===== src/rtl/datapath_run_pkg.sv =====
// rtl/datapath_run_pkg.sv - state encoding and parameter helpers for the datapath run controller
package datapath_run_pkg;

  typedef enum logic [1:0] {
    ST_IDLE = 2'd0,
    ST_HOLD = 2'd1,
    ST_RUN  = 2'd2,
    ST_DONE = 2'd3
  } state_t;

  function automatic int max2(input int a, input int b);
    return (a > b) ? a : b;
  endfunction

  function automatic int cnt_width(input int reset_cycles, input int run_cycles);
    return $clog2(max2(reset_cycles, run_cycles) + 1);
  endfunction

  function automatic bit params_ok(input int reset_cycles, input int run_cycles, input int depth);
    return (reset_cycles >= 1) && (run_cycles >= 1) && (depth >= 2) && ((depth & (depth - 1)) == 0);
  endfunction

endpackage


===== src/rtl/datapath_run_ctrl_if.sv =====
// rtl/datapath_run_ctrl_if.sv - control, trace status and trace read signals of the run controller
interface datapath_run_ctrl_if #(
  parameter int DATA_W = 32,
  parameter int AW     = 5
);
  logic              Start;
  logic              CaptureOnChange;
  logic [DATA_W-1:0] ALUResult;
  logic              DpReset;
  logic              Running;
  logic              Done;
  logic              Overflow;
  logic [AW:0]       TraceCount;
  logic [AW-1:0]     RdAddr;
  logic [DATA_W-1:0] RdData;

  modport master (
    output Start, CaptureOnChange, ALUResult, RdAddr,
    input  DpReset, Running, Done, Overflow, TraceCount, RdData
  );

  modport slave (
    input  Start, CaptureOnChange, ALUResult, RdAddr,
    output DpReset, Running, Done, Overflow, TraceCount, RdData
  );
endinterface


===== src/rtl/datapath_run_ctrl_trace_buffer.sv =====
// rtl/datapath_run_ctrl_trace_buffer.sv - simple dual-port trace RAM, registered write-first read
module trace_buffer #(
  parameter  int DATA_W      = 32,
  parameter  int TRACE_DEPTH = 32,
  localparam int AW          = $clog2(TRACE_DEPTH)
) (
  input  logic              clk,
  input  logic              we,
  input  logic [AW-1:0]     wr_addr,
  input  logic [DATA_W-1:0] wr_data,
  input  logic [AW-1:0]     rd_addr,
  output logic [DATA_W-1:0] rd_data
);

  logic [DATA_W-1:0] mem [TRACE_DEPTH];

  always_ff @(posedge clk) begin
    if (we) begin
      mem[wr_addr] <= wr_data;
    end
    // Bypass so a read of the entry being written returns the new value
    rd_data <= (we && (wr_addr == rd_addr)) ? wr_data : mem[rd_addr];
  end

endmodule


===== src/rtl/datapath_run_ctrl.sv =====
// rtl/datapath_run_ctrl.sv - reset/run sequencer for Datapath with ALUResult trace capture
module datapath_run_ctrl
  import datapath_run_pkg::*;
#(
  parameter int DATA_W       = 32,
  parameter int RESET_CYCLES = 3,
  parameter int RUN_CYCLES   = 19,
  parameter int TRACE_DEPTH  = 32
) (
  input logic               Clk,
  input logic               Reset,
  datapath_run_ctrl_if.slave bus
);

  localparam int AW = $clog2(TRACE_DEPTH);
  localparam int CW = cnt_width(RESET_CYCLES, RUN_CYCLES);
  localparam logic [AW:0]   DEPTH_V   = (AW + 1)'(TRACE_DEPTH);
  localparam logic [CW-1:0] HOLD_LAST = CW'(RESET_CYCLES - 1);
  localparam logic [CW-1:0] RUN_LAST  = CW'(RUN_CYCLES - 1);

  if (!params_ok(RESET_CYCLES, RUN_CYCLES, TRACE_DEPTH)) begin : g_bad_params
    $error("datapath_run_ctrl: illegal RESET_CYCLES/RUN_CYCLES/TRACE_DEPTH");
  end

  state_t            state, state_next;
  logic [CW-1:0]     cnt, cnt_next;
  logic              dp_reset_q, running_q, done_q, overflow_q, rd_valid_q;
  logic [AW:0]       count_q, count_next;
  logic [DATA_W-1:0] last_q, ram_rd_data;
  logic              start_ok, cap_event, wr_en, ovf_set, rd_valid_next;

  assign start_ok = bus.Start && ((state == ST_IDLE) || (state == ST_DONE));

  always_comb begin
    state_next = state;
    cnt_next   = cnt;
    case (state)
      ST_IDLE, ST_DONE: begin
        if (bus.Start) begin
          state_next = ST_HOLD;
          cnt_next   = '0;
        end
      end
      ST_HOLD: begin
        if (cnt == HOLD_LAST) begin
          state_next = ST_RUN;
          cnt_next   = '0;
        end else begin
          cnt_next = cnt + 1'b1;
        end
      end
      ST_RUN: begin
        if (cnt == RUN_LAST) begin
          state_next = ST_DONE;
          cnt_next   = '0;
        end else begin
          cnt_next = cnt + 1'b1;
        end
      end
      default: begin
        state_next = ST_IDLE;
        cnt_next   = '0;
      end
    endcase
  end

  // cnt==0 in RUN marks the first run cycle, which always captures in change mode
  assign cap_event = (state == ST_RUN) &&
                     (!bus.CaptureOnChange || (cnt == '0) || (bus.ALUResult != last_q));
  assign wr_en     = cap_event && (count_q < DEPTH_V);
  assign ovf_set   = cap_event && (count_q == DEPTH_V);

  assign count_next    = start_ok ? '0 : count_q + {{AW{1'b0}}, wr_en};
  // Compare against the post-edge count so same-edge writes are readable
  assign rd_valid_next = ({1'b0, bus.RdAddr} < count_next);

  always_ff @(posedge Clk or negedge Reset) begin
    if (!Reset) begin
      state      <= ST_IDLE;
      cnt        <= '0;
      dp_reset_q <= 1'b1;
      running_q  <= 1'b0;
      done_q     <= 1'b0;
      overflow_q <= 1'b0;
      count_q    <= '0;
      last_q     <= '0;
      rd_valid_q <= 1'b0;
    end else begin
      state      <= state_next;
      cnt        <= cnt_next;
      dp_reset_q <= (state_next != ST_RUN);
      running_q  <= (state_next == ST_RUN);
      done_q     <= (state_next == ST_DONE);
      overflow_q <= start_ok ? 1'b0 : (overflow_q | ovf_set);
      count_q    <= count_next;
      if (start_ok) begin
        last_q <= '0;
      end else if (wr_en) begin
        last_q <= bus.ALUResult;
      end
      rd_valid_q <= rd_valid_next;
    end
  end

  trace_buffer #(
    .DATA_W      (DATA_W),
    .TRACE_DEPTH (TRACE_DEPTH)
  ) u_trace (
    .clk     (Clk),
    .we      (wr_en),
    .wr_addr (count_q[AW-1:0]),
    .wr_data (bus.ALUResult),
    .rd_addr (bus.RdAddr),
    .rd_data (ram_rd_data)
  );

  assign bus.DpReset    = dp_reset_q;
  assign bus.Running    = running_q;
  assign bus.Done       = done_q;
  assign bus.Overflow   = overflow_q;
  assign bus.TraceCount = count_q;
  assign bus.RdData     = rd_valid_q ? ram_rd_data : '0;

endmodule


===== src/flat_wrapper.sv =====
// flat-port wrapper written by rule: the top's interface ports become plain ports
module datapath_run_ctrl_flat import datapath_run_pkg::*;
#(
  parameter int DATA_W       = 32,
  parameter int RESET_CYCLES = 3,
  parameter int RUN_CYCLES   = 19,
  parameter int TRACE_DEPTH  = 32
)
  (Clk, Reset, bus_Start, bus_CaptureOnChange, bus_ALUResult, bus_RdAddr, bus_DpReset, bus_Running, bus_Done, bus_Overflow, bus_TraceCount, bus_RdData);
  datapath_run_ctrl_if #(.DATA_W(DATA_W), .AW(5)) bus_i ();
  input logic Clk;
  input logic Reset;
  input wire logic [$bits(bus_i.Start)-1:0] bus_Start;
  input wire logic [$bits(bus_i.CaptureOnChange)-1:0] bus_CaptureOnChange;
  input wire logic [$bits(bus_i.ALUResult)-1:0] bus_ALUResult;
  input wire logic [$bits(bus_i.RdAddr)-1:0] bus_RdAddr;
  output wire logic [$bits(bus_i.DpReset)-1:0] bus_DpReset;
  output wire logic [$bits(bus_i.Running)-1:0] bus_Running;
  output wire logic [$bits(bus_i.Done)-1:0] bus_Done;
  output wire logic [$bits(bus_i.Overflow)-1:0] bus_Overflow;
  output wire logic [$bits(bus_i.TraceCount)-1:0] bus_TraceCount;
  output wire logic [$bits(bus_i.RdData)-1:0] bus_RdData;
  assign bus_i.Start = bus_Start;
  assign bus_i.CaptureOnChange = bus_CaptureOnChange;
  assign bus_i.ALUResult = bus_ALUResult;
  assign bus_i.RdAddr = bus_RdAddr;
  assign bus_DpReset = bus_i.DpReset;
  assign bus_Running = bus_i.Running;
  assign bus_Done = bus_i.Done;
  assign bus_Overflow = bus_i.Overflow;
  assign bus_TraceCount = bus_i.TraceCount;
  assign bus_RdData = bus_i.RdData;
  datapath_run_ctrl #(.DATA_W(DATA_W), .RESET_CYCLES(RESET_CYCLES), .RUN_CYCLES(RUN_CYCLES), .TRACE_DEPTH(TRACE_DEPTH)) u_core (.Clk(Clk), .Reset(Reset), .bus(bus_i));
endmodule

===== config.mk =====
export PLATFORM = sky130hd
export DESIGN_NAME = datapath_run_ctrl_flat
export DESIGN_NICKNAME = d
export VERILOG_FILES = /design/src/rtl/datapath_run_pkg.sv /design/src/rtl/datapath_run_ctrl_if.sv /design/src/rtl/datapath_run_ctrl_trace_buffer.sv /design/src/rtl/datapath_run_ctrl.sv /design/src/flat_wrapper.sv
export SDC_FILE = /design/constraint.sdc
export NUM_CORES = 1
export LEC_CHECK = 0
export BUFFER_PORTS_ARGS = -buffer_cell sky130_fd_sc_hd__buf_4
export CORE_MARGIN = 8
export CORE_UTILIZATION = 35
export CTS_CLUSTER_SIZE = 14
export DETAILED_ROUTE_END_ITERATION = 12
export SYNTH_ARGS = -nofsm -noshare
export SYNTH_HDL_FRONTEND = slang
export SYNTH_HIERARCHICAL = 1
export SYNTH_SLANG_ARGS = --single-unit

===== constraint.sdc =====
create_clock -name Clk -period 4.43 [get_ports Clk]
set_input_delay 0.886 -clock Clk [delete_from_list [all_inputs] [get_ports Clk]]
set_output_delay 0.886 -clock Clk [all_outputs]
set_load 0.005 [all_outputs]

Word-level counts from Yosys, hierarchy flattened
Memory sizes are Yosys's and may differ from the RTL's. A register that Yosys moved wholly into a read port is not among the register bits. Index checks and enable logic that the tools add are counted.

Add/subtract/negate cells: 2. $lt $le $gt $ge: 2. Equality and inequality tests: 11. Mux-type cells: 15. Bitwise logic cells: 1. Reduce and logical (&&, ||, !) cells: 12.

Operators with widths (count): $mux 32 (3); $ne 32x32->1 (1); $mux 5 (3); $pmux 5 s3 (1); $eq 2x2->1 const B (4); $add 6x1->6 (1); $eq 6x6->1 const B (1); $lt 5x6->1 (1); $lt 6x6->1 const B (1); $mux 2 (3); $mux 6 (1); $pmux 2 s3 (1); $add 5x1->5 const B (1); $eq 5x2->1 const B (1); $eq 5x5->1 const B (1); $logic_not 5->1 (1); $logic_and 1x1->1 (4); $ne 2x2->1 const B (2); $logic_or 1x1->1 (3); $mux 1 (3); $eq 2x1->1 const B (1); $logic_not 2->1 (1); $reduce_bool 2->1 (1); $reduce_or 2->1 (1); other kinds (2) (2).

Bits in registers: 50. RAM bits: 1024. Input bits: 41. Output and inout port bits: 42. Word-level logic and storage cells: 53. Memories: 1.

Memories: u_core.u_trace.mem (words 32, bits a word 32, read ports 1, clocked after memory_dff 1, wr ports 1, line datapath_run_ctrl_trace_buffer.sv:15) `logic [DATA_W-1:0] mem [TRACE_DEPTH];`.

Depth between registers and ports, before layout
Gate-level depths: netlist of run 1.

Word-level depth: 8. Mapped depth: 16.

Cells and area by module
Netlist of run 1, hierarchy kept.

By module, submodules not included: trace_buffer (instances 1, cells an instance 2233, area an instance 39944.6 um^2); datapath_run_ctrl (instances 1, cells an instance 376, area an instance 3708.6 um^2).

Least setup slack after synthesis of run 1
Ideal clock, no wire load.

Path kind: in2reg. Start: in bus_ALUResult[10]. End: mem u_core.u_trace.mem[28][0] (enable). Setup time: 0.421 ns. Arrival: 3.959 ns. Required time: 4.009 ns. Setup slack: 0.050 ns. Stages: 9. Buffers on the path: 2. Path through: xor2_1 > nor4_2 > nand3_2 > dlygate4sd1_1 > nor2_1 > a21oi_1 > or3b_2 > clkbuf_1 > nor2_1.

Word-level cells in the longest chain between the ends: 6.

RTL lines: start, declared (line flat_wrapper.sv:15) `input wire logic [$bits(bus_i.ALUResult)-1:0] bus_ALUResult;`; $ne 32x32->1 (line datapath_run_ctrl.sv:69) `(!bus.CaptureOnChange || (cnt == '0) || (bus.ALUResult != last_q));`; $logic_or 1x1->1 (line datapath_run_ctrl.sv:69); $logic_and 1x1->1 (line datapath_run_ctrl.sv:68) `assign cap_event = (state == ST_RUN) &&`; $logic_and 1x1->1 (line datapath_run_ctrl.sv:70) `assign wr_en = cap_event && (count_q < DEPTH_V);`; named net u_core.wr_en (line datapath_run_ctrl.sv:30) `logic start_ok, cap_event, wr_en, ovf_set, rd_valid_next;`; $mux 1 (line datapath_run_ctrl_trace_buffer.sv:18) `if (we) begin`; $mux 1 (implied by the code) (line datapath_run_ctrl_trace_buffer.sv:19) `mem[wr_addr] <= wr_data;`; end, declared (line datapath_run_ctrl_trace_buffer.sv:15).

The timed path passes the listed nets, and every way through them passes these cells.

==> impl_metrics.py, run 1 <==
metrics = {
    "global_routing": {
        "gr-usage-all-layers": 0.174,
        "globalRoute.totalOverflow": 0,
        "antenna_found_initial": 4,
        "grt_max_degree": 65,
        "grt_pass1_vias": 24200,
        "wire_length_of_the_first_global_routing_pass_microns": 175000,
    },
    "synthesis": {
        "synth_seq_cells": 1079,
        "seq_area_frac_synth": 0.735,
        "ys_dominant_reg_cell": "edfxtp_1",
        "syn-cell-area_sq_um": 43700,
        "post_synth.cell_area_avg_sq_um": 16.7,
        "syn_nets": 2662,
        "synth_unique_cells": 57,
        "post_synth_inst_count": 2609,
        "synth_top_cells_by_area": "edfxtp_1, mux2i_1, dfrtp_1",
        "synth_top_cell_by_area": "edfxtp_1",
        "synth-warning-count": 6,
        "synth-edff-count": 1024,
        "synth_commonest_cells": "edfxtp_1, mux2i_1, nand3_1",
        "synthArstFlopShare": 0.0463,
        "post-synth-top-count-cell": "edfxtp_1",
        "synth_largest_type_area_fraction": 0.704,
    },
    "sta": {
        "setup_violations": 0,
        "total_negative_setup_slacks_ns": 0,
        "hold_violations": 0,
        "clock_skew_ns": 0.0266,
        "min_period_ns": 4.30,
        "rsz0062_at_grt": "false",
        "fin_worst_hold_slack_ns": 0.308,
        "timing.max_slew.rel_slack": 0.303,
        "layout_worst_path_cycle_share": 0.971,
        "max_freq_mhz": 232,
        "pins_over_slew_limit": 0,
        "timing_worst_slew_pin_value_ns": 1.04,
    },
    "power": {
        "power.net_switching_mw": 5.31,
        "p_int_mw": 17.4,
        "sequentialPowerShare": 0.507,
        "comb_power_share": 0.090,
        "clockPowerShare": 0.403,
        "peakVddDrop_mv": 0.342,
        "power_leakage_nw": 17.9,
        "power_density_nw_per_um2": 446,
        "swShare": 0.234,
    },
    "floorplanning": {
        "row_count": 129,
        "dieHeight_microns": 369,
        "dieWidth_microns": 369,
        "core_region_area_sq_um": 124000,
        "io-pin-count": 83,
        "initial_utilization": 0.353,
        "fp.dieArea_sq_um": 136000,
    },
    "worst_setup_path": {
        "start_kind": "flop",
        "r2r-start": "u_core/last_q[1]",
        "timing.critical_path.required_ns": 3.54,
        "path_max_fanout": 59,
        "critical_path.endpoint_type": "output port",
        "reg2reg_depth": 14,
        "timing_worst_setup_path_type": "reg2out",
        "r2r_setup_slack_ns": 0.70,
        "worstReg2RegEnd": "u_core/rd_valid_q",
        "critPathArrivalTime_ns": 3.42,
    },
    "clock_tree": {
        "cts_setup_buffers": 0,
        "htree_levels": 3,
        "clk_latency_ns": 0.69,
        "number_of_buffers_added_by_the_clock_tree_synthesis_step": 112,
        "cts_hold_buf": 0,
        "postCtsResizedCells": 0,
        "clock_sinks": 1079,
        "cts.clk_slew.worst_paths_ns": 0.06,
        "maximum_clock_path_buffer_count": 3,
        "cts_tree": "built",
        "clock-root-buffer": "clkbuf_16",
    },
    "place": {
        "port_buffers": 82,
        "placement.cell_area_sq_um": 47400,
        "routabilityCongestion": 0.799,
        "dpl.cell_count": 4325,
        "detailed_place_hpwl_microns": 72500,
    },
    "finish": {
        "layout.core_utilization": 0.412,
        "layout_cells_sized_above_1": 0.171,
        "final_area_sq_um": 51000,
        "finalNetCount": 2855,
        "area_growth_syn_to_layout_pct": 16.8,
        "fin_cells": 4538,
    },
    "worst_hold_path": {
        "hp-class": "in2async",
    },
    "route": {
        "drt_first_iter_violations": 2263,
        "wirelength_microns": 123000,
        "avgRoutedWirePerCell_microns": 27.0,
        "drt_pre_antenna_iters": 5,
        "ant_nets": 0,
        "drt_drc_violations_left": 0,
        "num_vias": 24500,
        "route.detailed.vias_per_inst": 5.39,
    },
    "status": {
        "run_status": "complete, no violations",
    },
    "job": {
        "max-cap-violations": 0,
    },
}
[flip-flops by register name, summed over array words and instances, names as in the netlist, named ones only]
register / count
u_core/state: 2
u_core/cnt: 5
u_core/bus.Running: 1
u_core/bus.Overflow: 1
u_core/bus.DpReset: 1
u_core/last_q: 32
u_core/bus.TraceCount: 6
u_core/u_trace/mem: 1024
u_core/rd_valid_q: 1
u_core/bus.Done: 1
[power groups by stage]
stage | Clock [mW] | Combinational, mW | Sequential (mW)
floorplan | 0 | 1.18 | 11.7
global placement | 0 | 2.02 | 11.7
detailed placement | 0 | 2.05 | 11.7
CTS | 9.34 | 2.06 | 11.5
global route | 9.69 | 2.19 | 11.5
finish | 9.17 | 2.05 | 11.5
[final cells by class]
cell class | count | area [sq um]
fill | 11100 | 72800
sequential | 1079 | 32100
multi-input combinational | 1356 | 10800
clock buffer | 145 | 3070
timing repair buffer | 242 | 2380
tap | 1637 | 2050
clock inverter | 66 | 546
inverter | 11 | 41.3
antenna | 2 | 5.00
[stage by stage]
step	setup slack [ns]	total power [mW]
2_1_floorplan	0.0500	12.9
3_3_place_gp	0.0525	13.7
3_5_place_dp	0.117	13.8
4_1_cts	0.0723	22.9
5_1_grt	0.00317	23.4
6_report	0.127	22.7
[layout by cell type (no fill, tap or decap), types with 49 or more instances in the layout]
master,n
clkbuf_16,114
a21oi_1,101
buf_4,197
a22o_1,64
mux2i_1,512
nand2_1,104
nand3_1,135
dfrtp_1,49
edfxtp_1,1024
a22oi_1,96
[routing by layer]
| metal | wire length [microns] | vias up | track usage | part of all wire |
|---|---|---|---|---|
| li1 | - | 10700 | - | - |
| met1 | 53200 | 12700 | 0.238 | 0.43 |
| met2 | 58200 | 860 | 0.287 | 0.47 |
| met3 | 7760 | 197 | 0.0294 | 0.063 |
| met4 | 3390 | 0 | 0.0499 | 0.028 |
| met5 | 0 | - | 0 | 0 |
[critical path, stage by stage, from the launching register on]
cell,delay [ns]
dfxtp_1,0.42
nor2b_4,0.49
buf_12,0.41
buf_4,0.24
a21oi_1,0.09
nand3_1,0.13
nand3_1,0.39
and2_1,0.35
buf_4,0.14
[cell families (layout without fill, tap and decap cells)]
group,after synthesis,in the layout,synth area share
fa+ha+maj,12,12,0.00344
buf+inv,174,464,0.0232
mux,513,513,0.118
flops,1079,1079,0.735
other cells,0,2,0
simple gates,389,389,0.0438
compound gates,406,406,0.0692
xor+xnor,36,36,0.00722
[worst max-delay path by stage]
stage	cells past startpoint	start	endpoint	slack [ns]
2_1_floorplan	9	bus_ALUResult[10]	u_core/u_trace/mem[28][0]	0.05
3_3_place_gp	14	bus_ALUResult[18]	u_core/rd_valid_q	0.05
3_5_place_dp	14	bus_ALUResult[18]	u_core/rd_valid_q	0.12
4_1_cts	9	flop	bus_RdData[0]	0.07
5_1_grt	8	flop	bus_RdData[15]	0.003
6_report	8	flop	bus_RdData[31]	0.13
Note: power is estimated with default switching activity, not from simulation.
==> inputs of run 2 (changes only) <==
--- a/config.mk
+++ b/config.mk
@@ -7,9 +7,10 @@
 export LEC_CHECK = 0
 export BUFFER_PORTS_ARGS = -buffer_cell sky130_fd_sc_hd__buf_4
 export CORE_MARGIN = 8
-export CORE_UTILIZATION = 35
+export CORE_UTILIZATION = 56
 export CTS_CLUSTER_SIZE = 14
 export DETAILED_ROUTE_END_ITERATION = 12
+export PLACE_DENSITY = 0.75
 export SYNTH_ARGS = -nofsm -noshare
 export SYNTH_HDL_FRONTEND = slang
 export SYNTH_HIERARCHICAL = 1
==> impl_metrics.py, run 2 (synthesized netlist as in run 1, its figures left out) <==
metrics = {
    "status": {
        "run_status": "complete, no violations",
    },
    "sta": {
        "fin_worst_hold_slack_ns": 0.290,
        "max_freq_mhz": 235,
        "timing_worst_slew_pin_value_ns": 1.16,
        "pins_over_slew_limit": 0,
        "rsz0062_at_grt": "false",
        "timing.max_slew.rel_slack": 0.223,
        "setup_violations": 0,
        "layout_worst_path_cycle_share": 0.961,
        "clock_skew_ns": 0.0323,
        "min_period_ns": 4.26,
        "timing.final.ws_setup_ns": 0.175,
        "hold_violations": 0,
    },
    "route": {
        "ant_nets": 0,
        "drt_pre_antenna_iters": 5,
        "drt_drc_violations_left": 0,
        "drt_first_iter_violations": 3391,
        "route.detailed.vias_per_inst": 6.55,
        "wirelength_microns": 118000,
        "num_vias": 25500,
        "avgRoutedWirePerCell_microns": 30.2,
    },
    "power": {
        "p_int_mw": 17.2,
        "power_density_nw_per_um2": 451,
        "comb_power_share": 0.090,
        "clockPowerShare": 0.397,
        "power.net_switching_mw": 5.24,
        "power_leakage_nw": 17.7,
        "sequentialPowerShare": 0.514,
        "swShare": 0.234,
        "peakVddDrop_mv": 0.389,
    },
    "finish": {
        "area_growth_syn_to_layout_pct": 13.9,
        "diode_insertion_count_for_antenna_repair": 0,
        "finalNetCount": 2819,
        "layout_cells_sized_above_1": 0.161,
        "most_frequent_cells_in_the_layout": "edfxtp_1, mux2i_1, buf_4, nand3_1, clkbuf_16",
        "layout.core_utilization": 0.643,
        "final_common_cell": "edfxtp_1",
        "largest_register": "u_core/u_trace/mem",
        "fin_cells": 3897,
        "final.fill_count": 5285,
        "largest_register_ff_count": 1024,
        "final_area_sq_um": 49700,
    },
    "worst_hold_path": {
        "hp-class": "in2async",
    },
    "worst_setup_path": {
        "critical_path.endpoint_type": "output port",
        "start_kind": "flop",
        "path_cells": "buf_12, buf_12, mux2i_1, a22oi_1, a31oi_1, nand3_1, and2_1, buf_4",
        "timing.critical_path.slowest_cell_delay_ns": 0.64,
        "cp_common_cell": "buf_12",
        "path_max_fanout": 40,
        "critPathArrivalTime_ns": 3.37,
        "r2r-start": "u_core/last_q[1]",
        "r2r_setup_slack_ns": 0.32,
        "timing.critical_path.required_ns": 3.54,
        "timing_worst_setup_path_type": "reg2out",
        "crit_path_top_delay_cell": "dfxtp_4",
    },
    "global_routing": {
        "globalRoute.totalOverflow": 0,
        "grt_max_degree": 69,
        "gr-usage-all-layers": 0.267,
        "grt_pass1_vias": 25500,
        "antenna_found_initial": 3,
        "wire_length_of_the_first_global_routing_pass_microns": 171000,
    },
    "clock_tree": {
        "postCtsResizedCells": 0,
        "number_of_buffers_added_by_the_clock_tree_synthesis_step": 105,
        "cts_tree": "built",
        "maximum_clock_path_buffer_count": 3,
        "clock_sinks": 1079,
        "htree_levels": 3,
        "clock-root-buffer": "clkbuf_16",
        "clk_latency_ns": 0.68,
        "cts.clk_slew.worst_paths_ns": 0.06,
    },
    "floorplanning": {
        "fp.dieArea_sq_um": 87100,
        "io-pin-count": 83,
        "dieHeight_microns": 295,
        "core_region_area_sq_um": 77300,
        "row_count": 102,
        "dieWidth_microns": 295,
        "initial_utilization": 0.564,
    },
    "place": {
        "dpl.cell_count": 3698,
        "detailed_place_hpwl_microns": 69300,
        "routabilityCongestion": 0.833,
        "detailedPlace.worstSlack_ns": -0.0891,
        "port_buffers": 82,
        "placement.cell_area_sq_um": 46200,
    },
    "job": {
        "max-cap-violations": 0,
    },
}
[run 2: routing by layer]
metal | vias up | part of all wire | track usage
li1 | 10700 | - | -
met1 | 13000 | 0.38 | 0.367
met2 | 1618 | 0.46 | 0.417
met3 | 301 | 0.11 | 0.0519
met4 | 4 | 0.045 | 0.113
met5 | - | 0.00025 | 0
[run 2: worst max-delay path, delay by kind of cell (launching register included)]
family,cells,cell delay (ns)
AO/OA/AOI/OAI,2,0.38
multiplexers,1,0.43
AND/OR/NAND/NOR,2,0.42
flip-flops,1,0.64
buffers and inverters,3,0.79
[run 2: power by group through the flow]
stage | logic (mW) | clock network, mW | registers [mW]
floorplan | 1.18 | 0 | 11.7
finish | 2.01 | 8.90 | 11.5
CTS | 1.98 | 9.01 | 11.5
detailed placement | 1.96 | 0 | 11.7
global placement | 1.90 | 0 | 11.7
global route | 2.11 | 9.38 | 11.5
[run 2: timing repair]
action,CTS,global route
buffers inserted,1,0
endpoints found under the setup margin,1,0
hold buffers,0,0
[run 2: worst paths after layout]
| path | to | cells after the start |
|---|---|---|
| worst max-delay path | bus_RdData[0] | 8 |
| worst min-delay path | u_core/bus.Running | 1 |
| worst max register to register | u_core/u_trace/mem[1][8] | 9 |
| worst min register to register | u_core/last_q[14] | 2 |
| max in group asynchronous | u_core/last_q[22] | 1 |
| min in group Clk | flop | 1 |
[run 2: cell type report]
class,count,area [sq um],share of cell area
Timing Repair Buffer,213,2010,0.0404
Sequential cell,1079,32100,0.646
Clock buffer,133,2850,0.0572
Clock inverter,65,627,0.0126
Multi-Input combinational cell,1356,10800,0.217
Tap cell,1040,1300,0.0262
Inverter,11,41.3,0.000830
[run 2: stage by stage]
step | setup TNS, ns | power, mW
final | 0 | 22.4
after global routing | 0 | 23.0
after CTS | 0 | 22.5
after detailed placement | -2.29 | 13.7
after global placement | -2.00 | 13.6
after floorplan | 0 | 12.9
==> inputs of run 3 (changes only) <==
--- a/config.mk
+++ b/config.mk
@@ -7,10 +7,11 @@
 export LEC_CHECK = 0
 export BUFFER_PORTS_ARGS = -buffer_cell sky130_fd_sc_hd__buf_4
 export CORE_MARGIN = 8
-export CORE_UTILIZATION = 56
+export CORE_UTILIZATION = 62
 export CTS_CLUSTER_SIZE = 14
 export DETAILED_ROUTE_END_ITERATION = 12
-export PLACE_DENSITY = 0.75
+export PLACE_DENSITY = 0.79
+export REMOVE_ABC_BUFFERS = 1
 export SYNTH_ARGS = -nofsm -noshare
 export SYNTH_HDL_FRONTEND = slang
 export SYNTH_HIERARCHICAL = 1
==> constraint.sdc (replaced) <==
create_clock -name Clk -period 4.1 [get_ports Clk]
set_input_delay 0.82 -clock Clk [delete_from_list [all_inputs] [get_ports Clk]]
set_output_delay 0.82 -clock Clk [all_outputs]
set_load 0.005 [all_outputs]
==> impl_metrics.py, run 3 (synthesized netlist as in run 1, its figures left out) <==
metrics = {
    "status": {
        "run_status": "complete, no violations",
    },
    "clock_tree": {
        "cts_setup_buffers": 0,
        "maximum_clock_path_buffer_count": 3,
        "number_of_buffers_added_by_the_clock_tree_synthesis_step": 102,
        "cts_tree": "built",
        "htree_levels": 3,
        "postCtsResizedCells": 0,
        "clk_latency_ns": 0.66,
        "clock-root-buffer": "clkbuf_16",
        "cts_hold_buf": 0,
        "clock_sinks": 1079,
        "cts.clk_slew.worst_paths_ns": 0.06,
    },
    "route": {
        "num_vias": 25100,
        "drt_drc_violations_left": 0,
        "route.detailed.vias_per_inst": 6.63,
        "avgRoutedWirePerCell_microns": 28.8,
        "drt_pre_antenna_iters": 5,
        "wirelength_microns": 109000,
        "ant_nets": 0,
        "drt_first_iter_violations": 3254,
    },
    "sta": {
        "setup_violations": 0,
        "timing.max_slew.rel_slack": 0.198,
        "layout_worst_path_cycle_share": 0.971,
        "clock_skew_ns": 0.0215,
        "min_period_ns": 3.98,
        "hold_violations": 0,
        "timing_worst_slew_pin_value_ns": 1.20,
        "rsz0062_at_grt": "false",
        "pins_over_slew_limit": 0,
        "max_freq_mhz": 251,
    },
    "power": {
        "power_density_nw_per_um2": 475,
        "peakVddDrop_mv": 0.387,
        "power_leakage_nw": 17.5,
    },
    "worst_setup_path": {
        "timing.critical_path.required_ns": 3.28,
        "crit_path_top_delay_cell": "dfxtp_4",
        "critPathArrivalTime_ns": 3.16,
        "path_max_fanout": 34,
        "timing_worst_setup_path_type": "reg2out",
        "cp_common_cell": "buf_12",
        "worstPathBufferInverterCount": 3,
        "start_kind": "flop",
        "path_cells": "buf_12, buf_12, mux2i_1, a22o_1, nor3_1, a31oi_1, nand3_1, and2_1, buf_4",
        "reg2reg_depth": 16,
        "critical_path.endpoint_type": "output port",
        "timing.critical_path.slowest_cell_delay_ns": 0.55,
        "worstReg2RegEnd": "u_core/rd_valid_q",
        "r2r-start": "u_core/cnt[0]",
        "r2r_setup_slack_ns": 0.57,
        "critical-path-top-delay-family": "buffers and inverters",
    },
    "floorplanning": {
        "dieHeight_microns": 281,
        "dieWidth_microns": 281,
        "row_count": 97,
        "core_region_area_sq_um": 69900,
        "io-pin-count": 83,
        "initial_utilization": 0.624,
        "fp.dieArea_sq_um": 79200,
    },
    "place": {
        "routabilityCongestion": 0.873,
        "placement.cell_area_sq_um": 46200,
        "port_buffers": 82,
        "detailed_place_hpwl_microns": 60500,
    },
    "global_routing": {
        "global_route.usage.met1": 0.373,
        "wire_length_of_the_first_global_routing_pass_microns": 160000,
        "gr-usage-all-layers": 0.272,
        "grt_pass1_vias": 25200,
        "global_route_met2_utilization": 0.436,
        "layer_with_the_highest_usage_after_global_routing": "met2",
        "grt_max_degree": 85,
        "globalRoute.totalOverflow": 0,
        "antenna_found_initial": 0,
        "grtUsageMet3": 0.0579,
    },
    "finish": {
        "largest_register": "u_core/u_trace/mem",
        "multi_input_area_sq_um": 10800,
        "diode_insertion_count_for_antenna_repair": 0,
        "layout.core_utilization": 0.706,
        "area_growth_syn_to_layout_pct": 13.0,
        "final_area_sq_um": 49300,
        "most_frequent_cells_in_the_layout": "edfxtp_1, mux2i_1, buf_4, nand3_1, clkbuf_16",
        "largest_register_ff_count": 1024,
        "final.fill_count": 4258,
        "area.sequential_sq_um": 32100,
        "final_common_cell": "edfxtp_1",
        "layout_cells_sized_above_1": 0.155,
        "finalNetCount": 2820,
    },
    "worst_hold_path": {
        "hp-class": "in2async",
    },
    "job": {
        "max-cap-violations": 0,
    },
}
## run 3: cell types whose count changed in the layout (fill, tap and decap cells not counted), moves of 4 or more
cell | before | now
clkinv_1 | 16 | 26
clkinv_2 | 26 | 18
clkbuf_8 | 7 | 0
buf_4 | 180 | 184
bufinv_16 | 10 | 6
clkinv_4 | 5 | 1
## run 3: through the flow
| stage | hold WS, ns | power [mW] | setup TNS (ns) | setup slack (ns) | instances |
|---|---|---|---|---|---|
| detailed placement | 0.548 | 14.7 | 0 | 0.412 | 3603 |
| floorplan | 0.515 | 14.3 | -547.08 | -14.86 | 2446 |
| CTS | 0.206 | 23.5 | 0 | 0.118 | 3786 |
| global route | 0.241 | 24.1 | 0 | 0.0334 | 3786 |
| global placement | 0.533 | 14.6 | 0 | 0.409 | 3603 |
| finish | 0.201 | 23.4 | 0 | 0.119 | 3786 |
## run 3: final cells by class
type,instances,share of cell area
inverter,11,0.000837
multi-input combinational,1356,0.219
sequential,1079,0.651
clock inverter,58,0.00901
tap,940,0.0238
clock buffer,125,0.0548
timing repair buffer,217,0.0414
## run 3: worst max path at each step
stage                     start                 to  slack [ns]  cells after the start
2_1_floorplan              flop      bus_RdData[0]      -14.86                      6
3_3_place_gp   bus_ALUResult[3]  u_core/rd_valid_q        0.41                     15
3_5_place_dp   bus_ALUResult[3]  u_core/rd_valid_q        0.41                     15
4_1_cts                    flop      bus_RdData[9]        0.12                      9
5_1_grt                    flop      bus_RdData[9]        0.03                      9
6_report                   flop      bus_RdData[9]        0.12                      9
## run 3: power breakdown
group	total [mW]	switching [mW]	leakage [nW]	internal [mW]
clock	8.94	3.89	1.54	5.04
combinational	2.07	1.29	6.08	0.780
sequential	12.4	0.187	9.92	12.3
total	23.4	5.37	17.5	18.1
## run 3: routing by layer
layer | wire, microns | vias up | part of all wire
li1 | - | 10600 | -
met1 | 42000 | 12700 | 0.39
met2 | 51500 | 1483 | 0.47
met3 | 11500 | 227 | 0.11
met4 | 3850 | 0 | 0.035
met5 | 0 | - | 0
